===== config.mk =====
export PLATFORM = sky130hd
export DESIGN_NAME = dtw_accel_axil_mst
export DESIGN_NICKNAME = d
export VERILOG_FILES = /design/src/rtl/dtw_accel_axil_mst_pkg.sv /design/src/rtl/dtw_accel_axil_wdt.sv /design/src/rtl/dtw_accel_axil_mst.sv
export SDC_FILE = /design/constraint.sdc
export NUM_CORES = 1
export LEC_CHECK = 0
export BUFFER_PORTS_ARGS = -buffer_cell sky130_fd_sc_hd__buf_2
export CORE_UTILIZATION = 49
export CTS_CLUSTER_DIAMETER = 40
export DETAILED_ROUTE_END_ITERATION = 10
export PLACE_DENSITY_LB_ADDON = 0.05
export REMOVE_ABC_BUFFERS = 1
export SLEW_MARGIN = 40
export SYNTH_ARGS = -nofsm -noshare
export SYNTH_HDL_FRONTEND = slang
export SYNTH_HIERARCHICAL = 1
export SYNTH_SLANG_ARGS = --single-unit

===== constraint.sdc =====
create_clock -name clk -period 3.1 [get_ports clk]
set_input_delay 0.62 -clock clk [delete_from_list [all_inputs] [get_ports clk]]
set_output_delay 0.62 -clock clk [all_outputs]
set_load 0.02 [all_outputs]

===== src/rtl/dtw_accel_axil_mst_pkg.sv =====
// Shared constants for the DTW accelerator AXI4-Lite master: AXI response codes
// and the watchdog counter sizing helper.
package dtw_accel_axil_mst_pkg;

  localparam logic [1:0] AXI_RESP_OKAY   = 2'b00;
  localparam logic [1:0] AXI_RESP_EXOKAY = 2'b01;
  localparam logic [1:0] AXI_RESP_SLVERR = 2'b10;
  localparam logic [1:0] AXI_RESP_DECERR = 2'b11;

  // Counter must hold TIMEOUT_CYCLES itself; a disabled watchdog still needs one bit.
  function automatic int unsigned wdt_width(input int unsigned timeout_cycles);
    if (timeout_cycles < 2)
      return 1;
    return $clog2(timeout_cycles + 1);
  endfunction

endpackage


===== src/rtl/dtw_accel_axil_wdt.sv =====
// Per-transaction watchdog: loadable down-counter with clear and enable, emitting
// a single-cycle expire pulse TIMEOUT_CYCLES enabled cycles after the load.
module dtw_accel_axil_wdt
  import dtw_accel_axil_mst_pkg::*;
#(
  parameter int unsigned TIMEOUT_CYCLES = 1024
) (
  input  logic clk,
  input  logic rst_n,
  input  logic i_clr,
  input  logic i_load,
  input  logic i_en,
  output logic o_expire
);

  localparam int unsigned CW = wdt_width(TIMEOUT_CYCLES);

  logic [CW-1:0] r_count;

  always_ff @(posedge clk or negedge rst_n) begin
    if (!rst_n)
      r_count <= '0;
    else if (i_clr)
      r_count <= '0;
    else if (i_load)
      r_count <= CW'(TIMEOUT_CYCLES);
    else if (i_en && (r_count != '0))
      r_count <= r_count - CW'(1);
  end

  // Counter parks at zero after expiring, so the pulse fires once; a zero limit never fires.
  always_comb begin
    o_expire = i_en && (r_count == CW'(1));
  end

endmodule


===== src/rtl/dtw_accel_axil_mst.sv =====
// AXI4-Lite master: converts single register commands into one AXI4-Lite read or
// write at a time and returns the response (or a watchdog timeout) on a valid/ready channel.
module dtw_accel_axil_mst
  import dtw_accel_axil_mst_pkg::*;
#(
  parameter int unsigned ADDR_WIDTH     = 16,
  parameter int unsigned DATA_WIDTH     = 32,
  parameter int unsigned STROBE_WIDTH   = DATA_WIDTH / 8,
  parameter int unsigned TIMEOUT_CYCLES = 1024
) (
  input  logic                    clk,
  input  logic                    rst_n,
  input  logic                    i_cmd_valid,
  output logic                    o_cmd_ready,
  input  logic                    i_cmd_wr,
  input  logic [ADDR_WIDTH-1:0]   i_cmd_addr,
  input  logic [DATA_WIDTH-1:0]   i_cmd_wdata,
  input  logic [STROBE_WIDTH-1:0] i_cmd_wstrb,
  output logic                    o_rsp_valid,
  input  logic                    i_rsp_ready,
  output logic [DATA_WIDTH-1:0]   o_rsp_rdata,
  output logic [1:0]              o_rsp_resp,
  output logic                    o_rsp_timeout,
  output logic                    o_awvalid,
  output logic [ADDR_WIDTH-1:0]   o_awaddr,
  input  logic                    i_awready,
  output logic                    o_wvalid,
  output logic [DATA_WIDTH-1:0]   o_wdata,
  output logic [STROBE_WIDTH-1:0] o_wstrb,
  input  logic                    i_wready,
  input  logic                    i_bvalid,
  output logic                    o_bready,
  input  logic [1:0]              i_bresp,
  output logic                    o_arvalid,
  output logic [ADDR_WIDTH-1:0]   o_araddr,
  input  logic                    i_arready,
  input  logic                    i_rvalid,
  output logic                    o_rready,
  input  logic [1:0]              i_rresp,
  input  logic [DATA_WIDTH-1:0]   i_rdata
);

  typedef enum logic [2:0] {
    S_IDLE,
    S_WR_REQ,
    S_WR_RESP,
    S_RD_REQ,
    S_RD_RESP,
    S_RSP
  } state_t;

  state_t r_state;
  state_t w_state_nxt;

  logic                    w_cmd_hs;
  logic                    w_aw_pend;
  logic                    w_w_pend;
  logic                    w_b_hs;
  logic                    w_ar_hs;
  logic                    w_r_hs;
  logic                    w_wdt_clr;
  logic                    w_wdt_load;
  logic                    w_wdt_en;
  logic                    w_expire;

  logic                    w_cmd_ready_nxt;
  logic                    w_rsp_valid_nxt;
  logic [DATA_WIDTH-1:0]   w_rsp_rdata_nxt;
  logic [1:0]              w_rsp_resp_nxt;
  logic                    w_rsp_timeout_nxt;
  logic                    w_awvalid_nxt;
  logic [ADDR_WIDTH-1:0]   w_awaddr_nxt;
  logic                    w_wvalid_nxt;
  logic [DATA_WIDTH-1:0]   w_wdata_nxt;
  logic [STROBE_WIDTH-1:0] w_wstrb_nxt;
  logic                    w_bready_nxt;
  logic                    w_arvalid_nxt;
  logic [ADDR_WIDTH-1:0]   w_araddr_nxt;
  logic                    w_rready_nxt;

  always_comb begin
    w_cmd_hs  = i_cmd_valid && o_cmd_ready;
    w_aw_pend = o_awvalid && !i_awready;
    w_w_pend  = o_wvalid && !i_wready;
    w_b_hs    = i_bvalid && o_bready;
    w_ar_hs   = o_arvalid && i_arready;
    w_r_hs    = i_rvalid && o_rready;
    w_wdt_en  = (r_state == S_WR_REQ) || (r_state == S_WR_RESP) ||
                (r_state == S_RD_REQ) || (r_state == S_RD_RESP);
    w_wdt_load = (r_state == S_IDLE) && w_cmd_hs;
    w_wdt_clr  = (r_state == S_IDLE) && !w_cmd_hs;
  end

  dtw_accel_axil_wdt #(
    .TIMEOUT_CYCLES (TIMEOUT_CYCLES)
  ) u_wdt (
    .clk      (clk),
    .rst_n    (rst_n),
    .i_clr    (w_wdt_clr),
    .i_load   (w_wdt_load),
    .i_en     (w_wdt_en),
    .o_expire (w_expire)
  );

  always_ff @(posedge clk or negedge rst_n) begin
    if (!rst_n) begin
      r_state       <= S_IDLE;
      o_cmd_ready   <= 1'b0;
      o_rsp_valid   <= 1'b0;
      o_rsp_rdata   <= '0;
      o_rsp_resp    <= '0;
      o_rsp_timeout <= 1'b0;
      o_awvalid     <= 1'b0;
      o_awaddr      <= '0;
      o_wvalid      <= 1'b0;
      o_wdata       <= '0;
      o_wstrb       <= '0;
      o_bready      <= 1'b0;
      o_arvalid     <= 1'b0;
      o_araddr      <= '0;
      o_rready      <= 1'b0;
    end else begin
      r_state       <= w_state_nxt;
      o_cmd_ready   <= w_cmd_ready_nxt;
      o_rsp_valid   <= w_rsp_valid_nxt;
      o_rsp_rdata   <= w_rsp_rdata_nxt;
      o_rsp_resp    <= w_rsp_resp_nxt;
      o_rsp_timeout <= w_rsp_timeout_nxt;
      o_awvalid     <= w_awvalid_nxt;
      o_awaddr      <= w_awaddr_nxt;
      o_wvalid      <= w_wvalid_nxt;
      o_wdata       <= w_wdata_nxt;
      o_wstrb       <= w_wstrb_nxt;
      o_bready      <= w_bready_nxt;
      o_arvalid     <= w_arvalid_nxt;
      o_araddr      <= w_araddr_nxt;
      o_rready      <= w_rready_nxt;
    end
  end

  always_comb begin
    w_state_nxt = r_state;
    unique case (r_state)
      S_IDLE:    if (w_cmd_hs) w_state_nxt = i_cmd_wr ? S_WR_REQ : S_RD_REQ;
      S_WR_REQ:  if (!w_aw_pend && !w_w_pend) w_state_nxt = S_WR_RESP;
      S_WR_RESP: if (w_b_hs) w_state_nxt = S_RSP;
      S_RD_REQ:  if (w_ar_hs) w_state_nxt = S_RD_RESP;
      S_RD_RESP: if (w_r_hs) w_state_nxt = S_RSP;
      S_RSP:     if (i_rsp_ready) w_state_nxt = S_IDLE;
      default:   w_state_nxt = S_IDLE;
    endcase
    if (w_expire)
      w_state_nxt = S_RSP;
  end

  always_comb begin
    w_cmd_ready_nxt   = 1'b0;
    w_rsp_valid_nxt   = o_rsp_valid;
    w_rsp_rdata_nxt   = o_rsp_rdata;
    w_rsp_resp_nxt    = o_rsp_resp;
    w_rsp_timeout_nxt = o_rsp_timeout;
    w_awvalid_nxt     = o_awvalid;
    w_awaddr_nxt      = o_awaddr;
    w_wvalid_nxt      = o_wvalid;
    w_wdata_nxt       = o_wdata;
    w_wstrb_nxt       = o_wstrb;
    w_bready_nxt      = o_bready;
    w_arvalid_nxt     = o_arvalid;
    w_araddr_nxt      = o_araddr;
    w_rready_nxt      = o_rready;
    unique case (r_state)
      S_IDLE: begin
        w_cmd_ready_nxt = !w_cmd_hs;
        if (w_cmd_hs) begin
          w_awaddr_nxt  = i_cmd_addr;
          w_araddr_nxt  = i_cmd_addr;
          w_wdata_nxt   = i_cmd_wdata;
          w_wstrb_nxt   = i_cmd_wstrb;
          w_awvalid_nxt = i_cmd_wr;
          w_wvalid_nxt  = i_cmd_wr;
          w_arvalid_nxt = !i_cmd_wr;
        end
      end
      // AW and W retire independently; B is only opened once neither is pending.
      S_WR_REQ: begin
        if (!w_aw_pend) w_awvalid_nxt = 1'b0;
        if (!w_w_pend)  w_wvalid_nxt  = 1'b0;
        if (!w_aw_pend && !w_w_pend) w_bready_nxt = 1'b1;
      end
      S_WR_RESP: begin
        if (w_b_hs) begin
          w_bready_nxt    = 1'b0;
          w_rsp_resp_nxt  = i_bresp;
          w_rsp_rdata_nxt = '0;
          w_rsp_valid_nxt = 1'b1;
        end
      end
      S_RD_REQ: begin
        if (w_ar_hs) begin
          w_arvalid_nxt = 1'b0;
          w_rready_nxt  = 1'b1;
        end
      end
      S_RD_RESP: begin
        if (w_r_hs) begin
          w_rready_nxt    = 1'b0;
          w_rsp_resp_nxt  = i_rresp;
          w_rsp_rdata_nxt = i_rdata;
          w_rsp_valid_nxt = 1'b1;
        end
      end
      S_RSP: begin
        if (i_rsp_ready) begin
          w_rsp_valid_nxt   = 1'b0;
          w_rsp_timeout_nxt = 1'b0;
        end
      end
      default: ;
    endcase
    // Watchdog overrides any same-cycle handshake so the timeout latency is exact.
    if (w_expire) begin
      w_awvalid_nxt     = 1'b0;
      w_wvalid_nxt      = 1'b0;
      w_bready_nxt      = 1'b0;
      w_arvalid_nxt     = 1'b0;
      w_rready_nxt      = 1'b0;
      w_rsp_valid_nxt   = 1'b1;
      w_rsp_resp_nxt    = AXI_RESP_SLVERR;
      w_rsp_timeout_nxt = 1'b1;
      w_rsp_rdata_nxt   = '0;
    end
  end

endmodule

; Word-level counts from Yosys, hierarchy flattened
; Index checks and enable logic that the tools add are counted.
[classes]
reduce_logical = 41
mux = 47
add_sub_neg = 1
n_eq_ne = 14
[op_table]
columns = operator, count
row1 = 2-to-1 mux 32 bit, 3
row2 = case mux 32 bit (2 select lines), 1
row3 = 2-to-1 mux 11 bit, 3
row4 = 2-to-1 mux 1 bit, 21
row5 = 2-to-1 mux 3 bit, 7
row6 = "!= test 3 x 2 -> 1 bit, second input constant", 7
row7 = case mux 3 bit (6 select lines), 1
row8 = AND reduction 3 bit, 6
row9 = nonzero test 3 bit, 6
row10 = "equality test 11 x 1 -> 1 bit, second input constant", 1
row11 = logical AND 1 bit, 11
row12 = nonzero test 11 bit, 1
row13 = "subtractor 11 x 1 -> 11 bit, second input constant", 1
row14 = case mux 1 bit (2 select lines), 5
row15 = 2-to-1 mux 2 bit, 4
row16 = "equality test 3 x 2 -> 1 bit, second input constant", 2
row17 = "equality test 3 bit, second input constant", 2
row18 = zero test 1 bit, 6
row19 = AND reduction 6 bit, 1
row20 = case mux 2 bit (2 select lines), 1
row21 = AND reduction 2 bit, 2
row22 = AND reduction 4 bit, 1
row23 = nonzero test 2 bit, 2
row24 = nonzero test 4 bit, 1
row25 = other kinds (5), 7
[word_totals]
output_inout_bits = 110
register_bits = 108

; Logic depth before layout (Yosys ltp)
[logic_depth]
word_depth = 8
depth_mapped = 11
mapped_depth_nobuf = 7

; Modules after synthesis
; The synthesis kept the hierarchy.
[modules_own_cells]
columns = module, area_per_inst_um2, instances, cells_each
row1 = dtw_accel_axil_mst, 4505.6, 1, 353
row2 = dtw_accel_axil_wdt, 646.9, 1, 72

; Worst setup path before layout
; Ideal clock, no wire load.
[synth_path]
kind = register to register
start = register r_state[1]
end = register u_wdt.r_count[9]
stages_incl_launch_ff = 9
period_less_slack_ps = 2620
t_required_ps = 3017
t_arrival_ps = 2538
path_slack_ps = 480
cell_sequence = dfrtp_1 buf_2 clkbuf_1 nor2_1 xnor2_1 or3b_4 or4_4 or4_1 o21ai_0
[synth_between]
elab_chain_len = 6
[synth_lines]
columns = element, line
row1 = start: declaration, dtw_accel_axil_mst.sv:52  ; state_t r_state;
row2 = start signal: assignment, dtw_accel_axil_mst.sv:123  ; r_state <= w_state_nxt;
row3 = equality test 3 x 1 -> 1 bit or equality test 3 x 2 -> 1 bit (tied branches), dtw_accel_axil_mst.sv:88  ; w_wdt_en = (r_state == S_WR_REQ) || (r_state == S_WR_RESP) ||
row4 = logical OR 1 bit (2 in series), dtw_accel_axil_mst.sv:88
row5 = logical OR 1 bit *, dtw_accel_axil_mst.sv:89  ; (r_state == S_RD_REQ) || (r_state == S_RD_RESP);
row6 = via w_wdt_en, dtw_accel_axil_mst.sv:63  ; logic w_wdt_en;
row7 = logical AND 1 bit *, dtw_accel_axil_wdt.sv:27  ; else if (i_en && (r_count != '0))
row8 = nonzero test 3 bit (no line) *, n/a
row9 = end signal: assignment, dtw_accel_axil_wdt.sv:26  ; r_count <= CW'(TIMEOUT_CYCLES);
row10 = end signal: assignment, dtw_accel_axil_wdt.sv:28  ; r_count <= r_count - CW'(1);
row11 = end: declaration, dtw_accel_axil_wdt.sv:18  ; logic [CW-1:0] r_count;
; Mark *: on every way through the listed nets, which the timed path passes. The rest lies on a longest branch.
; A chain may end at the register's enable or synchronous reset.

; Worst setup path after layout
[layout_path]
start = register u_wdt.r_count[6]
end = register o_rsp_rdata[29]
[layout_between]
elab_chain_len = 4
[layout_lines]
columns = element, line
row1 = equality test 11 x 1 -> 1 bit *, dtw_accel_axil_wdt.sv:33  ; o_expire = i_en && (r_count == CW'(1));
row2 = logical AND 1 bit *, dtw_accel_axil_wdt.sv:33
row3 = via w_expire, dtw_accel_axil_mst.sv:64  ; logic w_expire;
row4 = != test 3 x 2 -> 1 bit (no line) or nonzero test 3 bit (tied branches), n/a
row5 = AND reduction 3 bit (no line), n/a
row6 = end signal: assignment, dtw_accel_axil_mst.sv:126  ; o_rsp_rdata <= w_rsp_rdata_nxt;
row7 = end: declaration, dtw_accel_axil_mst.sv:21  ; output logic [DATA_WIDTH-1:0] o_rsp_rdata,
; Marked as above.

==> reports/qor.csv <==
metric;value;unit
clk_pin_slew;0.10;ns
start_kind;flip-flop;
grt_max_degree;109;
fp-row-count;37;
wl;11000;µm
setup_tns;0;ns
place_congestion;0.814;
root_buffer;clkbuf_8;
slew_headroom;61.1;%
viasPerCell;4.92;
cts_tree;built;
cp-end-kind;flip-flop;
final_max_slew_viol_count;0;
yosysWarningCount;6;
vias;3722;
synth_area;5150;µm²
grt_overflow;0;
setup_viol;0;
core;10300;µm²
p_leak;0.00341;µW
cts_buffers;9;
cts.repair.resized;0;
clockBufferDepth;2;
avgRoutedWirePerCell;14.5;µm
dp_cells;740;
synth_edf_count;0;
path_cells;nor3_1 > and2_1 > and4_2 > inv_1 > nand4_1 > o21a_2 > buf_12 > mux2i_1;
drc;0;
vdd_drop_max;0.541;mV
hpwl;7810;µm
first_pass_iters;4;
final.period_utilization;86.8;%
path_class;flip-flop to flip-flop;
die_h;105;µm
hold_viol_final;0;
arrival;2.97;ns
instances_no_fill;757;
ctsHtreeMaxLevel;3;
max_cap_violations;0;
worst_slack;0.409;ns
nets;715;
gr-usage-met2;33.3;%
p_total;7000;µW
route.antenna.remaining_nets;0;
ys_async_sr_fraction;100;%
use_met3;3.68;%
worst-path-buf-inv;2;
clock_skew;0.0150;ns
use_met1;28.8;%
pre_cts_ws;0.450;ns
ios;208;
synth_area_per_cell;12.1;µm²
rsz0062_at_grt;false;
path_max_fanout;34;
die_w;105;µm
ys_seq_elements;108;
portBuffers;207;
die_area;10900;µm²
crit_family;simple AND/OR/NAND/NOR gates;
worst_slew_pin_slew;0.584;ns
clk_latency;0.37;ns
hold_buffers;0;
post-cts-setup-buffers;0;
syn_inst;425;
cp.required;3.38;ns
grt_pass1_wl;18300;µm
ys.flop_type;dfrtp_1;
grt_pass1_vias;3727;
p_per_area;1100;nW/µm²
groute.usage.overall;21.0;%
initial_utilization;50.1;%
fillers;888;
max_stage_delay;0.45;ns
synth.distinct_cells;57;
synth.yosys.seq_area_share;52.5;%
final_layout_size_suffix_gt1_share;47.1;%
grt_busiest_layer;met2;
hold_path_class;primary input to async pin;
clock.fmax;0.372;GHz
slowest_stage;and4_2;
antenna_found_initial;1;
status;finished, final reports clean;
drt_iter0_drc;226;
syn_to_final_growth;23.5;%
min_period;2.69;ns
cts_sinks;108;
==> flip-flops by register name, summed over array words and instances (netlist names) <==
name	count
o_awvalid	1
o_bready	1
o_arvalid	1
o_rsp_resp	2
o_rsp_valid	1
o_wvalid	1
o_wdata	32
o_rready	1
o_wstrb	4
o_araddr	16
o_rsp_timeout	1
o_rsp_rdata	32
r_state	3
o_cmd_ready	1
u_wdt/r_count	11
==> cell usage after synthesis, types with 2 or more instances <==
cell type	instances	share of area, %
buf_2	4	0.39
a21o_1	2	0.29
mux2_4	49	14
xnor2_1	2	0.34
and3_1	2	0.24
mux2i_1	35	6.8
a2111oi_0	2	0.34
and2_1	2	0.24
nor2_1	19	1.4
o21ai_0	9	0.87
or4_4	2	0.44
a22oi_1	2	0.29
a211oi_1	2	0.29
or3_1	4	0.49
or4_1	3	0.44
buf_6	7	1.5
inv_1	41	3.0
mux2_2	3	0.66
nand2_1	45	3.3
xor2_1	2	0.34
dfrtp_1	108	52
a211o_1	3	0.51
o22a_1	2	0.34
nand2b_1	4	0.49
a21oi_1	10	0.97
ha_1	2	0.49
buf_4	19	2.8
nor3_1	3	0.29
o21a_1	2	0.29
nand3_1	3	0.29
clkbuf_1	6	0.44
==> worst reg2reg max path, stage by stage, from the launching register on <==
cell and delay [ns]:
dfrtp_1 0.44, nor3_1 0.44, and2_1 0.26, and4_2 0.45, inv_1 0.15, nand4_1 0.19, o21a_2 0.19, buf_12 0.24
mux2i_1 0.25
==> layout by cell type, fill, tap and decap left out, drive strengths merged, types with 2 or more instances in the layout <==
cell type	count
and2	2
or3	4
nor2	19
buf	215
a21oi	10
mux2	53
a22oi	2
nand4	2
mux2i	35
clkinv	5
xor2	2
clkbuf	10
a21o	2
and3	2
nor3	3
or4	5
xnor2	2
or4b	2
inv	42
or2	2
dfrtp	108
nand2b	4
a2111oi	2
o22a	2
nand2	45
a211o	3
ha	2
o21ai	9
a211oi	2
o21a	2
nand3	3
==> cell type report <==
class	instances	area [µm²]	share of cell area, %
sequential	108	2700	42.5
multi-input combinational	240	2030	32.0
timing repair buffer	215	1120	17.7
tap	136	170	2.67
inverter	41	154	2.42
clock buffer	10	128	2.01
clock inverter	6	48.8	0.767
antenna	1	2.50	0.0393
==> per-stage QoR <==
stage	hold WS (ns)	instance area [µm²]	utilization [%]
final	0.298	6360	61.9
after global routing	0.350	6360	61.9
after CTS	0.334	6360	61.9
after detailed placement	0.489	6180	60.2
after global placement	0.485	6180	60.2
after floorplan	0.324	4890	-
==> cells by family after synthesis <==
| group | after synthesis | synth area share (%) |
|---|---|---|
| flops | 108 | 52.5 |
| buf+inv | 77 | 8.11 |
| fa+ha+maj | 2 | 0.486 |
| xor+xnor | 4 | 0.680 |
| simple gates | 102 | 10.5 |
| mux | 88 | 22.0 |
| compound gates | 44 | 5.78 |
==> final timing paths <==
check	start	endpoint	slack, ns	depth (start not counted)
worst max register to register	u_wdt/r_count[6]	o_rsp_rdata[29]	0.41	8
worst min register to register	o_wdata[22]	o_wdata[22]	0.51	1
min in group clk	i_cmd_addr[9]	o_araddr[9]	0.47	2
max in group asynchronous	rst_n	o_wstrb[1]	2.35	2
worst max-delay path	u_wdt/r_count[6]	o_rsp_rdata[29]	0.41	8
worst min-delay path	rst_n	o_rsp_timeout	0.30	2
==> where the power goes <==
part	leakage, µW	switching [µW]	internal, µW	total [µW]
Sequential	0.00139	396	2060	2450
Combinational	0.00193	2140	1630	3770
Clock	0.0000908	482	300	783
==> layer usage <==
layer | share of wire, % | routed length [µm]
met1 | 46 | 5030
met5 | 0 | 0
met2 | 46 | 5070
met4 | 2.0 | 224
met3 | 6.0 | 653
Note: power is estimated with default switching activity, not from simulation.
